$ cat src/rtl/vga_fb_pkg.sv
// rtl/vga_fb_pkg.sv - shared framebuffer arbitration types and defaults
// Holds the memory-op encoding and the default geometry used by fb_arbiter
// and fb_write_fifo. BYTE_BITS is the common pixel/byte width macro.
`ifndef BYTE_BITS
`define BYTE_BITS 8
`endif

package vga_fb_pkg;

  // 320x240 bytes = 76800, needs 17 address bits
  localparam int FB_ADDR_BITS     = 17;
  localparam int FB_WR_FIFO_DEPTH = 4;

  typedef enum logic [1:0] {
    OP_NONE  = 2'd0,
    OP_READ  = 2'd1,
    OP_WRITE = 2'd2
  } fb_op_e;

endpackage

$ cat src/rtl/fb_write_fifo.sv
// rtl/fb_write_fifo.sv - plotter write buffer (address + data entries)
// Ports:
//   clk, reset_n           clock, asynchronous active-low reset
//   push, push_addr/data   enqueue one entry (ignored when full)
//   pop                    dequeue head entry (ignored when empty)
//   head_addr/head_data    current head entry
//   full, empty            occupancy flags from the current count
//   ready                  registered "not full"; low during reset
`ifndef BYTE_BITS
`define BYTE_BITS 8
`endif

module fb_write_fifo
  import vga_fb_pkg::*;
#(
  parameter int ADDR_BITS = FB_ADDR_BITS,
  parameter int DEPTH     = FB_WR_FIFO_DEPTH
) (
  input  logic                   clk,
  input  logic                   reset_n,
  input  logic                   push,
  input  logic [ADDR_BITS-1:0]   push_addr,
  input  logic [`BYTE_BITS-1:0]  push_data,
  input  logic                   pop,
  output logic [ADDR_BITS-1:0]   head_addr,
  output logic [`BYTE_BITS-1:0]  head_data,
  output logic                   full,
  output logic                   empty,
  output logic                   ready
);

  localparam int PW = $clog2(DEPTH);

  logic [ADDR_BITS-1:0]  addr_mem [DEPTH];
  logic [`BYTE_BITS-1:0] data_mem [DEPTH];
  logic [PW-1:0]         wr_ptr;
  logic [PW-1:0]         rd_ptr;
  logic [PW:0]           count;
  logic [PW:0]           count_next;
  logic                  do_push;
  logic                  do_pop;

  assign full      = (count == (PW+1)'(DEPTH));
  assign empty     = (count == '0);
  assign do_push   = push && !full;
  assign do_pop    = pop && !empty;
  assign head_addr = addr_mem[rd_ptr];
  assign head_data = data_mem[rd_ptr];

  // Push and pop together cancel out in the count
  assign count_next = count + (PW+1)'(do_push) - (PW+1)'(do_pop);

  // Storage needs no reset: the pointers/count define what is valid
  always_ff @(posedge clk) begin
    if (do_push) begin
      addr_mem[wr_ptr] <= push_addr;
      data_mem[wr_ptr] <= push_data;
    end
  end

  // DEPTH is a power of two, so pointer overflow is the modulo wrap
  always_ff @(posedge clk or negedge reset_n) begin
    if (!reset_n) begin
      wr_ptr <= '0;
      rd_ptr <= '0;
      count  <= '0;
      ready  <= 1'b0;
    end else begin
      if (do_push) wr_ptr <= wr_ptr + 1'b1;
      if (do_pop)  rd_ptr <= rd_ptr + 1'b1;
      count <= count_next;
      // Follows the post-update count, so a pop only raises ready next cycle
      ready <= (count_next != (PW+1)'(DEPTH));
    end
  end

endmodule

$ cat src/rtl/fb_arbiter.sv
// rtl/fb_arbiter.sv - single-port framebuffer arbiter, display reads over plotter writes
// Ports:
//   clk, reset_n                 clock, asynchronous active-low reset
//   rd_req, rd_addr              display fetch, one byte per asserted cycle
//   rd_valid, rd_data            fetched byte, 3 cycles after rd_req
//   wr_valid, wr_addr, wr_data   plotter write offer
//   wr_ready                     write buffer can accept
//   mem_en/we/addr/wdata         registered memory port strobe
//   mem_rdata                    memory data, one cycle after a read strobe
//   idle                         buffer empty and no read in flight
//   wr_stall_cnt                 cycles a buffered write lost to a read
// Build option: FB_ARB_STATS_EN enables the wr_stall_cnt counter (else 0).
`ifndef BYTE_BITS
`define BYTE_BITS 8
`endif

module fb_arbiter
  import vga_fb_pkg::*;
#(
  parameter int ADDR_BITS  = FB_ADDR_BITS,
  parameter int FIFO_DEPTH = FB_WR_FIFO_DEPTH
) (
  input  logic                   clk,
  input  logic                   reset_n,
  input  logic                   rd_req,
  input  logic [ADDR_BITS-1:0]   rd_addr,
  output logic                   rd_valid,
  output logic [`BYTE_BITS-1:0]  rd_data,
  input  logic                   wr_valid,
  input  logic [ADDR_BITS-1:0]   wr_addr,
  input  logic [`BYTE_BITS-1:0]  wr_data,
  output logic                   wr_ready,
  output logic                   mem_en,
  output logic                   mem_we,
  output logic [ADDR_BITS-1:0]   mem_addr,
  output logic [`BYTE_BITS-1:0]  mem_wdata,
  input  logic [`BYTE_BITS-1:0]  mem_rdata,
  output logic                   idle,
  output logic [15:0]            wr_stall_cnt
);

  logic                  fifo_empty;
  logic                  fifo_full;
  logic                  fifo_ready;
  logic [ADDR_BITS-1:0]  head_addr;
  logic [`BYTE_BITS-1:0] head_data;
  logic                  push;
  logic                  pop;
  fb_op_e                op_q;
  // Set in the cycle the memory drives data for an earlier read strobe
  logic                  rd_data_stage;

  assign push     = wr_valid && fifo_ready && !fifo_full;
  assign pop      = !rd_req && !fifo_empty;
  assign wr_ready = fifo_ready;

  fb_write_fifo #(
    .ADDR_BITS (ADDR_BITS),
    .DEPTH     (FIFO_DEPTH)
  ) u_wr_fifo (
    .clk       (clk),
    .reset_n   (reset_n),
    .push      (push),
    .push_addr (wr_addr),
    .push_data (wr_data),
    .pop       (pop),
    .head_addr (head_addr),
    .head_data (head_data),
    .full      (fifo_full),
    .empty     (fifo_empty),
    .ready     (fifo_ready)
  );

  // Decision and memory strobe share one register stage; the read
  // pipeline follows it so rd_valid lands exactly three cycles after rd_req.
  always_ff @(posedge clk or negedge reset_n) begin
    if (!reset_n) begin
      op_q          <= OP_NONE;
      mem_addr      <= '0;
      mem_wdata     <= '0;
      rd_data_stage <= 1'b0;
      rd_valid      <= 1'b0;
      rd_data       <= '0;
    end else begin
      if (rd_req) begin
        op_q     <= OP_READ;
        mem_addr <= rd_addr;
      end else if (!fifo_empty) begin
        op_q      <= OP_WRITE;
        mem_addr  <= head_addr;
        mem_wdata <= head_data;
      end else begin
        op_q <= OP_NONE;
      end
      rd_data_stage <= (op_q == OP_READ);
      rd_valid      <= rd_data_stage;
      if (rd_data_stage) rd_data <= mem_rdata;
    end
  end

  assign mem_en = (op_q != OP_NONE);
  assign mem_we = (op_q == OP_WRITE);
  assign idle   = fifo_empty && (op_q != OP_READ) && !rd_data_stage && !rd_valid;

`ifdef FB_ARB_STATS_EN
  logic [15:0] stall_q;

  always_ff @(posedge clk or negedge reset_n) begin
    if (!reset_n) begin
      stall_q <= '0;
    end else if (rd_req && !fifo_empty && (stall_q != 16'hFFFF)) begin
      stall_q <= stall_q + 16'd1;
    end
  end

  assign wr_stall_cnt = stall_q;
`else
  assign wr_stall_cnt = 16'd0;
`endif

endmodule

$ cat config.mk
export PLATFORM = sky130hd
export DESIGN_NAME = fb_arbiter
export DESIGN_NICKNAME = d
export VERILOG_FILES = /design/src/rtl/vga_fb_pkg.sv /design/src/rtl/fb_write_fifo.sv /design/src/rtl/fb_arbiter.sv
export SDC_FILE = /design/constraint.sdc
export NUM_CORES = 1
export LEC_CHECK = 0
export ABC_AREA = 1
export CAP_MARGIN = 15
export CORE_UTILIZATION = 45
export CTS_BUF_LIST = sky130_fd_sc_hd__clkbuf_8
export CTS_CLUSTER_DIAMETER = 50
export DETAILED_ROUTE_END_ITERATION = 10
export GPL_TIMING_DRIVEN = 0
export PLACE_DENSITY_LB_ADDON = 0.05
export SKIP_CTS_REPAIR_TIMING = 1
export SLEW_MARGIN = 20
export SYNTH_ARGS = -nofsm -noshare
export SYNTH_HDL_FRONTEND = slang
export SYNTH_HIERARCHICAL = 1
export SYNTH_SLANG_ARGS = --single-unit
export TNS_END_PERCENT = 50
$ cat constraint.sdc
create_clock -name clk -period 4.9 [get_ports clk]
set_input_delay 0.49 -clock clk [delete_from_list [all_inputs] [get_ports clk]]
set_output_delay 0.49 -clock clk [all_outputs]
set_load 0.02 [all_outputs]
# == Word level (Yosys, flattened, before mapping) ==
# Memories as Yosys holds them, arrays and structs flattened. A register that Yosys moved wholly into a read port is not among the register bits.
# Cells that the tools add are included.
# op_classes
n_reduce_logical,17
bitwise,2
n_eq_ne,6
muxes,6
n_addsub,4
# ops
op,count
2-to-1 mux 17 bit,2
logical AND 1 bit,8
zero test 1 bit,6
"adder 2 x 1 -> 2 bit, second input constant",2
2-to-1 mux 2 bit,2
adder 3 x 1 -> 3 bit,1
"== test 3 bit, second input constant",1
zero test 3 bit,1
"inequality test 3 bit, second input constant",1
subtractor 3 x 1 -> 3 bit,1
"== test 2 x 1 -> 1 bit, second input constant",1
"== test 2 bit, second input constant",1
2-to-1 mux 1 bit,2
"inequality test 2 x 1 -> 1 bit, second input constant",1
"inequality test 2 bit, second input constant",1
inverter 1 bit,2
AND reduction 2 bit,1
nonzero test 2 bit,1
# word_totals
ram_bits,100
mem_count,2
output_inout_bits,54
elab_cells,46
regBits,37
inputBits,54
# mem_list
name,depth,width,rd,rd_ports_with_merged_regs,wr,line,rtl
u_wr_fifo.addr_mem,4,17,1,0,1,fb_write_fifo.sv:34,logic [ADDR_BITS-1:0] addr_mem [DEPTH];
u_wr_fifo.data_mem,4,8,1,1,1,fb_write_fifo.sv:35,logic [`BYTE_BITS-1:0] data_mem [DEPTH];

# == Depth between registers and ports, before layout ==
# Gate-level depths: netlist of the first run.
# depth
depth_word,7
depth_mapped,16
ltp_nobuf,14

# == Hierarchy ==
# The synthesis of the first run kept the hierarchy.
# by_module_without_submodules
module,cells_per_inst,area_each_um2,seq_area_each_um2,n_inst
fb_write_fifo,354,4491.8,3203.1,1
fb_arbiter,192,1691.6,925.9,1

# == Least setup slack after synthesis of the first run ==
# Ideal clock, no wire load.
# synth_path
path_type,reg-to-reg
startpoint,reg u_wr_fifo.count[1]
endpoint,mem u_wr_fifo/addr_mem[0][0] (netlist name) (enable)
path_stages_with_launch,7
setup_slack_ns,2.523
t_arrival_ns,1.970
setup_time_ns,0.407
path_buffers,0
path_cell_list,dfrtp_1 inv_1 nand3_1 inv_1 nor2_1 nand2_1 nor2_1
# synth_between
elab_chain_len,6
# synth_lines
item,line,rtl
"start, declared",fb_write_fifo.sv:38,logic [PW:0] count;
"start signal, assigned",fb_write_fifo.sv:71,count <= count_next;
== test 3 bit,fb_write_fifo.sv:43,assign full = (count == (PW+1)'(DEPTH));
named net fifo_full,fb_arbiter.sv:43,logic fifo_full;
zero test 1 bit,fb_arbiter.sv:53,assign push = wr_valid && fifo_ready && !fifo_full;
logical AND 1 bit,fb_arbiter.sv:53,
named net push,fb_arbiter.sv:47,logic push;
logical AND 1 bit,fb_write_fifo.sv:45,assign do_push = push && !full;
2-to-1 mux 1 bit,fb_write_fifo.sv:55,if (do_push) begin
2-to-1 mux 1 bit (implied by the code),fb_write_fifo.sv:56,addr_mem[wr_ptr] <= push_addr;
"end, declared",fb_write_fifo.sv:34,
# The timed path passes the listed nets, and every way through them passes these cells.

# == Worst setup path in the final report of the first run ==
# layout_path
startpoint,reg u_wr_fifo.count[1]
endpoint,out idle
# layout_between
elab_chain_len,4
# layout_lines
item,line,rtl
zero test 3 bit,fb_write_fifo.sv:44,assign empty = (count == '0);
named net fifo_empty,fb_arbiter.sv:42,logic fifo_empty;
logical AND 1 bit (3 in series),fb_arbiter.sv:103,assign idle = fifo_empty && (op_q != OP_READ) && !rd_data_stage && !rd_valid;
"end, declared",fb_arbiter.sv:38,"output logic idle,"
# The timed path passes the listed nets, and every way through them passes these cells.

==> results_dict.tcl, run 1 <==
set metrics [dict create \
    slew-limit-headroom 0.577 \
    post-route-util 0.591 \
    hold_class "primary input to async pin" \
    rrSetupSlack_ns 2.28 \
    met1_usage 0.269 \
    routed-via-count 4136 \
    die_w_um 119 \
    regToRegStartpoint "u_wr_fifo/count[1]$_DFF_PN0_" \
    grt_max_degree 46 \
    vdd_drop_max_v 0.000224 \
    antenna_found_initial 0 \
    r2r_end "u_wr_fifo/ready$_DFF_PN0_" \
    num_rows 42 \
    hold_viol_final 0 \
    leakage_nw 3.39 \
    max_freq_mhz 340 \
    worstSetupPathType "register to output port" \
    seq_area_um2 4130 \
    start_util 0.463 \
    drc 0 \
    cts.clk_slew.worst_paths_ns 0.07 \
    die-area_um2 14200 \
    yosys_warnings 6 \
    io_buffers 91 \
    root_buffer "clkbuf_8" \
    gp_congestion 0.722 \
    use_met3 0.0450 \
    die_h_um 119 \
    hpwlAfterDp_um 9150 \
    netlist_area_um2 6180 \
    synth.distinct_cells 19 \
    dpl_cell_area_um2 7510 \
    worst-r2r-cell-count 16 \
    synth-seq-area-share 0.668 \
    crit_required_ns 4.41 \
    crit_arrival_ns 2.45 \
    drtIter0Drc 280 \
    ant_nets 0 \
    clock_latency_ns 0.45 \
    clock_skew_ns 0.00844 \
    rsz0062_at_grt "false" \
    fin_crit_ns 2.94 \
    setup-tns-final_ns 0 \
    synth.ff_latch_count 145 \
    grt_usage 0.209 \
    vias_per_cell 4.79 \
    finalMaxSlewViolations 0 \
    finalSetupViolations 0 \
    outcome "finished clean" \
    gr-usage-met2 0.340 \
    fin_crit_sh 0.600 \
    cp_cell_sequence "inv_1 > nand3_1 > inv_1 > buf_4 > buf_4 > nand3b_1 > nor2_1 > clkdlybuf4s50_1" \
    cap_violations 0 \
    syn_area_per_cell_um2 11.3 \
    powerDensity_nw_per_um2 560 \
    grt.busiest_layer "met2" \
    numCtsBuffers 17 \
    design_area_um2 7890 \
    clkSinkCount 145 \
    fin_nets 736 \
    area_growth_pct 27.6 \
    grt_pass1_vias 4090 \
    grt_first_pass_wirelength_um 21800 \
    slowest_stage "clkdlybuf4s50_1" \
    end_kind "output port" \
    multi_input_area_um2 1490 \
    cts.path.max_buffers 2 \
    drive_gt1_frac 0.121 \
    max_stage_delay_ns 0.61 \
    cts_tree "done" \
    ctsHtreeMaxLevel 4 \
    syn_inst 546 \
    overflow 0 \
    wl_um 13700 \
    drt_first_pass_iters 4 \
    worstMarginPinSlew_ns 0.634 \
    antenna_cells 0 \
    wl_per_cell_um 15.8 \
    start_kind "register" \
    core_area_um2 13300 \
    num_io_pins 108 \
    fillerInstances 1151 \
    crit_path_max_fanout 10 \
]
## flip-flops by register name, summed over array words and instances, names as in the netlist
name                cells
u_wr_fifo/addr_mem     68
u_wr_fifo/data_mem     32
mem_addr               17
mem_wdata               8
rd_data                 8
u_wr_fifo/count         3
op_q                    2
u_wr_fifo/rd_ptr        2
u_wr_fifo/wr_ptr        2
rd_data_stage           1
rd_valid                1
u_wr_fifo/ready         1
## cells in the mapped netlist
master / count / area (um2)
buf_6: 14 / 158
ha_1: 6 / 75.1
inv_1: 77 / 289
nand2_1: 153 / 574
o211ai_1: 48 / 360
conb_1: 1 / 3.75
inv_2: 3 / 11.3
clkbuf_1: 1 / 3.75
nand3_1: 41 / 205
edfxtp_1: 100 / 3000
dfrtp_1: 45 / 1130
nand3b_1: 1 / 7.51
buf_4: 21 / 158
buf_2: 6 / 30.0
fa_1: 1 / 20.0
o211ai_2: 2 / 25.0
o21ai_0: 16 / 80.1
nor2_1: 9 / 33.8
nor2_8: 1 / 20.0
## cells in the final DEF (no fill, tap or decap)
cell             instances
buf_16                   4
buf_2                    6
buf_4                   22
buf_6                   14
bufinv_16                3
clkbuf_1                 1
clkbuf_8                17
clkdlybuf4s50_1         90
clkinv_1                 5
clkinv_2                 6
conb_1                  16
dfrtp_1                 45
edfxtp_1               100
fa_1                     1
ha_1                     6
inv_1                   77
inv_2                    3
inv_6                    1
nand2_1                153
nand3_1                 41
nand3b_1                 1
nor2_1                   5
nor2_4                   4
nor2_8                   1
o211ai_1                48
o211ai_2                 2
o21ai_0                 16
## cell type report
type / count / area share
Tap cell: 176 / 0.0279
Clock inverter: 15 / 0.0187
Inverter: 80 / 0.0381
Multi-Input combinational cell: 294 / 0.189
Sequential cell: 145 / 0.523
Clock buffer: 17 / 0.0297
Buffer: 42 / 0.0442
Timing Repair Buffer: 95 / 0.129
## critical path, delay by kind of cell, from the launching register on
| family | cells | cell delay (ns) |
|---|---|---|
| and+or+nand+nor | 3 | 0.39 |
| buffers and inverters | 5 | 1.24 |
| DFF | 1 | 0.38 |
## per-layer routing
layer  part of all wire  vias to the layer above
met5                  0                        -
met4              0.019                        0
met3              0.052                       20
met2               0.48                      122
met1               0.44                     1951
li1                   -                     2043
## through the flow
step                hold slack [ns]  total power [mW]  worst slack (ns)  cells
finish                       0.0666              4.41              1.96    864
global route                  0.112              4.70              1.76    864
CTS                          0.0615              4.47              1.89    864
detailed placement            0.427              3.55              2.01    832
global placement              0.426              3.45             0.947    828
floorplan                     0.194              2.83              2.52    561
## logic make-up after synthesis
logic type | count (synthesis) | share of synthesized area
AOI/OAI and AO/OA | 66 | 0.0753
other | 1 | 0.000606
adders and majority gates | 7 | 0.0154
DFF | 145 | 0.668
and+or+nand+nor | 205 | 0.136
buffers and inverters | 122 | 0.105
## how the worst max path moves through the flow
stage,from,end,slack [ns],cells after the start
finish,u_wr_fifo/count[1]$_DFF_PN0_,idle,1.96,8
CTS,u_wr_fifo/count[1]$_DFF_PN0_,idle,1.89,8
global placement,wr_valid,u_wr_fifo/addr_mem[0][6]$_DFFE_PP_,0.95,5
global route,u_wr_fifo/count[1]$_DFF_PN0_,idle,1.76,8
detailed placement,wr_valid,u_wr_fifo/ready$_DFF_PN0_,2.01,12
floorplan,u_wr_fifo/count[1]$_DFF_PN0_,u_wr_fifo/addr_mem[0][0]$_DFFE_PP_,2.52,6
## where the power goes
group,internal [mW],switching [mW],total [mW],leakage [nW]
clock,0.489,0.426,0.915,0.200
combinational,0.707,1.04,1.74,1.74
sequential,1.64,0.116,1.76,1.46
(Power assumes the default switching activity.)
==> run 2: changes to the inputs <==
==> constraint.sdc (replaced) <==
create_clock -name clk -period 2.9 [get_ports clk]
set_input_delay 0.29 -clock clk [delete_from_list [all_inputs] [get_ports clk]]
set_output_delay 0.29 -clock clk [all_outputs]
set_load 0.02 [all_outputs]
==> results_dict.tcl, run 2 (synthesized netlist as in run 1, its figures left out) <==
set metrics [dict create \
    final_cell_mix "153 x nand2_1, 100 x edfxtp_1, 90 x clkdlybuf4s50_1" \
    cts.path.max_buffers 2 \
    holdWs_ns 0.343 \
    num_rows 42 \
    ctsHtreeMaxLevel 4 \
    drive_gt1_frac 0.122 \
    gp_congestion 0.722 \
    fin_crit_ns 2.69 \
    grt_usage 0.209 \
    wl_um 13700 \
    ant_nets 0 \
    hpwlAfterDp_um 9150 \
    worstSetupPathType "register to output port" \
    num_io_pins 108 \
    hold_viol_final 0 \
    reg.largest.list "u_wr_fifo/addr_mem (68), u_wr_fifo/data_mem (32), mem_addr (17)" \
    die-area_um2 14200 \
    cts.clk_slew.worst_paths_ns 0.07 \
    largest_register_ffs 68 \
    numCtsBuffers 17 \
    routed-via-count 4159 \
    die_h_um 119 \
    final_common_cell "nand2_1" \
    design_area_um2 7910 \
    finalMaxSlewViolations 0 \
    io_buffers 91 \
    grt_first_pass_wirelength_um 21800 \
    crit_arrival_ns 2.40 \
    max_freq_mhz 372 \
    fin_nets 737 \
    finalSetupViolations 0 \
    clkSinkCount 145 \
    end_kind "output port" \
    vdd_drop_max_v 0.000378 \
    start_util 0.463 \
    start_kind "register" \
    drt_first_pass_iters 5 \
    vias_per_cell 4.81 \
    top_register "u_wr_fifo/addr_mem" \
    dpl_cell_area_um2 7510 \
    crit_path_max_fanout 10 \
    outcome "finished clean" \
    rsz0062_at_grt "false" \
    cap_violations 0 \
    fin_crit_sh 0.926 \
    core_area_um2 13300 \
    antenna_cells 0 \
    antenna_found_initial 0 \
    cts_tree "done" \
    powerDensity_nw_per_um2 945 \
    root_buffer "clkbuf_8" \
    worstMarginPinSlew_ns 0.630 \
    grt_pass1_vias 4090 \
    hold_class "primary input to register" \
    setup-tns-final_ns 0 \
    leakage_nw 3.40 \
    clock_latency_ns 0.45 \
    die_w_um 119 \
    grt_max_degree 46 \
    wl_per_cell_um 15.9 \
    area_growth_pct 27.8 \
    clock_skew_ns 0.00877 \
    overflow 0 \
    crit_required_ns 2.61 \
    drtIter0Drc 254 \
    drc 0 \
    slew-limit-headroom 0.580 \
]
==> run 2: changes by cell type in the layout (fill, tap and decap cells not counted) <==
cell,previous run,this run
nand3_1,41,40
nand3_2,0,1
dlygate4sd3_1,0,1
==> run 2: routing by layer <==
metal / wire, um / share of wire / vias up / track usage
li1: - / - / 2045 / -
met1: 6130 / 0.45 / 1962 / 0.269
met2: 6640 / 0.48 / 134 / 0.340
met3: 736 / 0.054 / 18 / 0.0450
met4: 214 / 0.016 / 0 / 0.0886
met5: 0 / 0 / - / 0
==> run 2: worst paths after layout <==
kind | from | to | slack (ns) | depth (start not counted)
max | u_wr_fifo/count[1]$_DFF_PN0_ | idle | 0.21 | 8
min in group asynchronous | reset_n | u_wr_fifo/ready$_DFF_PN0_ | 0.41 | 2
max reg2reg | u_wr_fifo/count[1]$_DFF_PN0_ | u_wr_fifo/ready$_DFF_PN0_ | 0.35 | 16
min reg2reg | op_q[1]$_DFF_PN0_ | rd_data_stage$_DFF_PN0_ | 0.44 | 1
min | rd_req | op_q[0]$_DFF_PN0_ | 0.34 | 1
max in group asynchronous | reset_n | mem_addr[8]$_DFFE_PN0P_ | 2.07 | 2
==> run 2: final cells by class <==
type / count / area [um2]
fill: 1148 / 5440
sequential: 145 / 4130
multi-input combinational: 294 / 1500
timing repair buffer: 96 / 1030
buffer: 42 / 349
inverter: 80 / 300
clock buffer: 17 / 234
tap: 176 / 220
clock inverter: 15 / 148
==> run 2: critical path, cell delays in order, from the launching register on <==
cell and delay, ns:
dfrtp_1 0.38, inv_1 0.14, nand3_2 0.15, inv_1 0.08
buf_4 0.19, buf_4 0.22, nand3b_1 0.09, nor2_1 0.09
clkdlybuf4s50_1 0.61
==> run 2: through the flow <==
stage	util	power, mW	cells	setup WS (ns)
2_1_floorplan	-	4.77	561	0.523
3_3_place_gp	0.552	5.83	828	-0.853
3_5_place_dp	0.563	5.99	832	0.211
4_1_cts	0.591	7.55	864	0.0883
5_1_grt	0.592	7.94	865	0.0353
6_report	0.592	7.47	865	0.215
==> run 2: where the power goes <==
| part | switching, mW | internal (mW) | total [mW] |
|---|---|---|---|
| clock network | 0.722 | 0.827 | 1.55 |
| logic | 1.76 | 1.20 | 2.95 |
| registers | 0.197 | 2.77 | 2.97 |
| total | 2.68 | 4.79 | 7.47 |
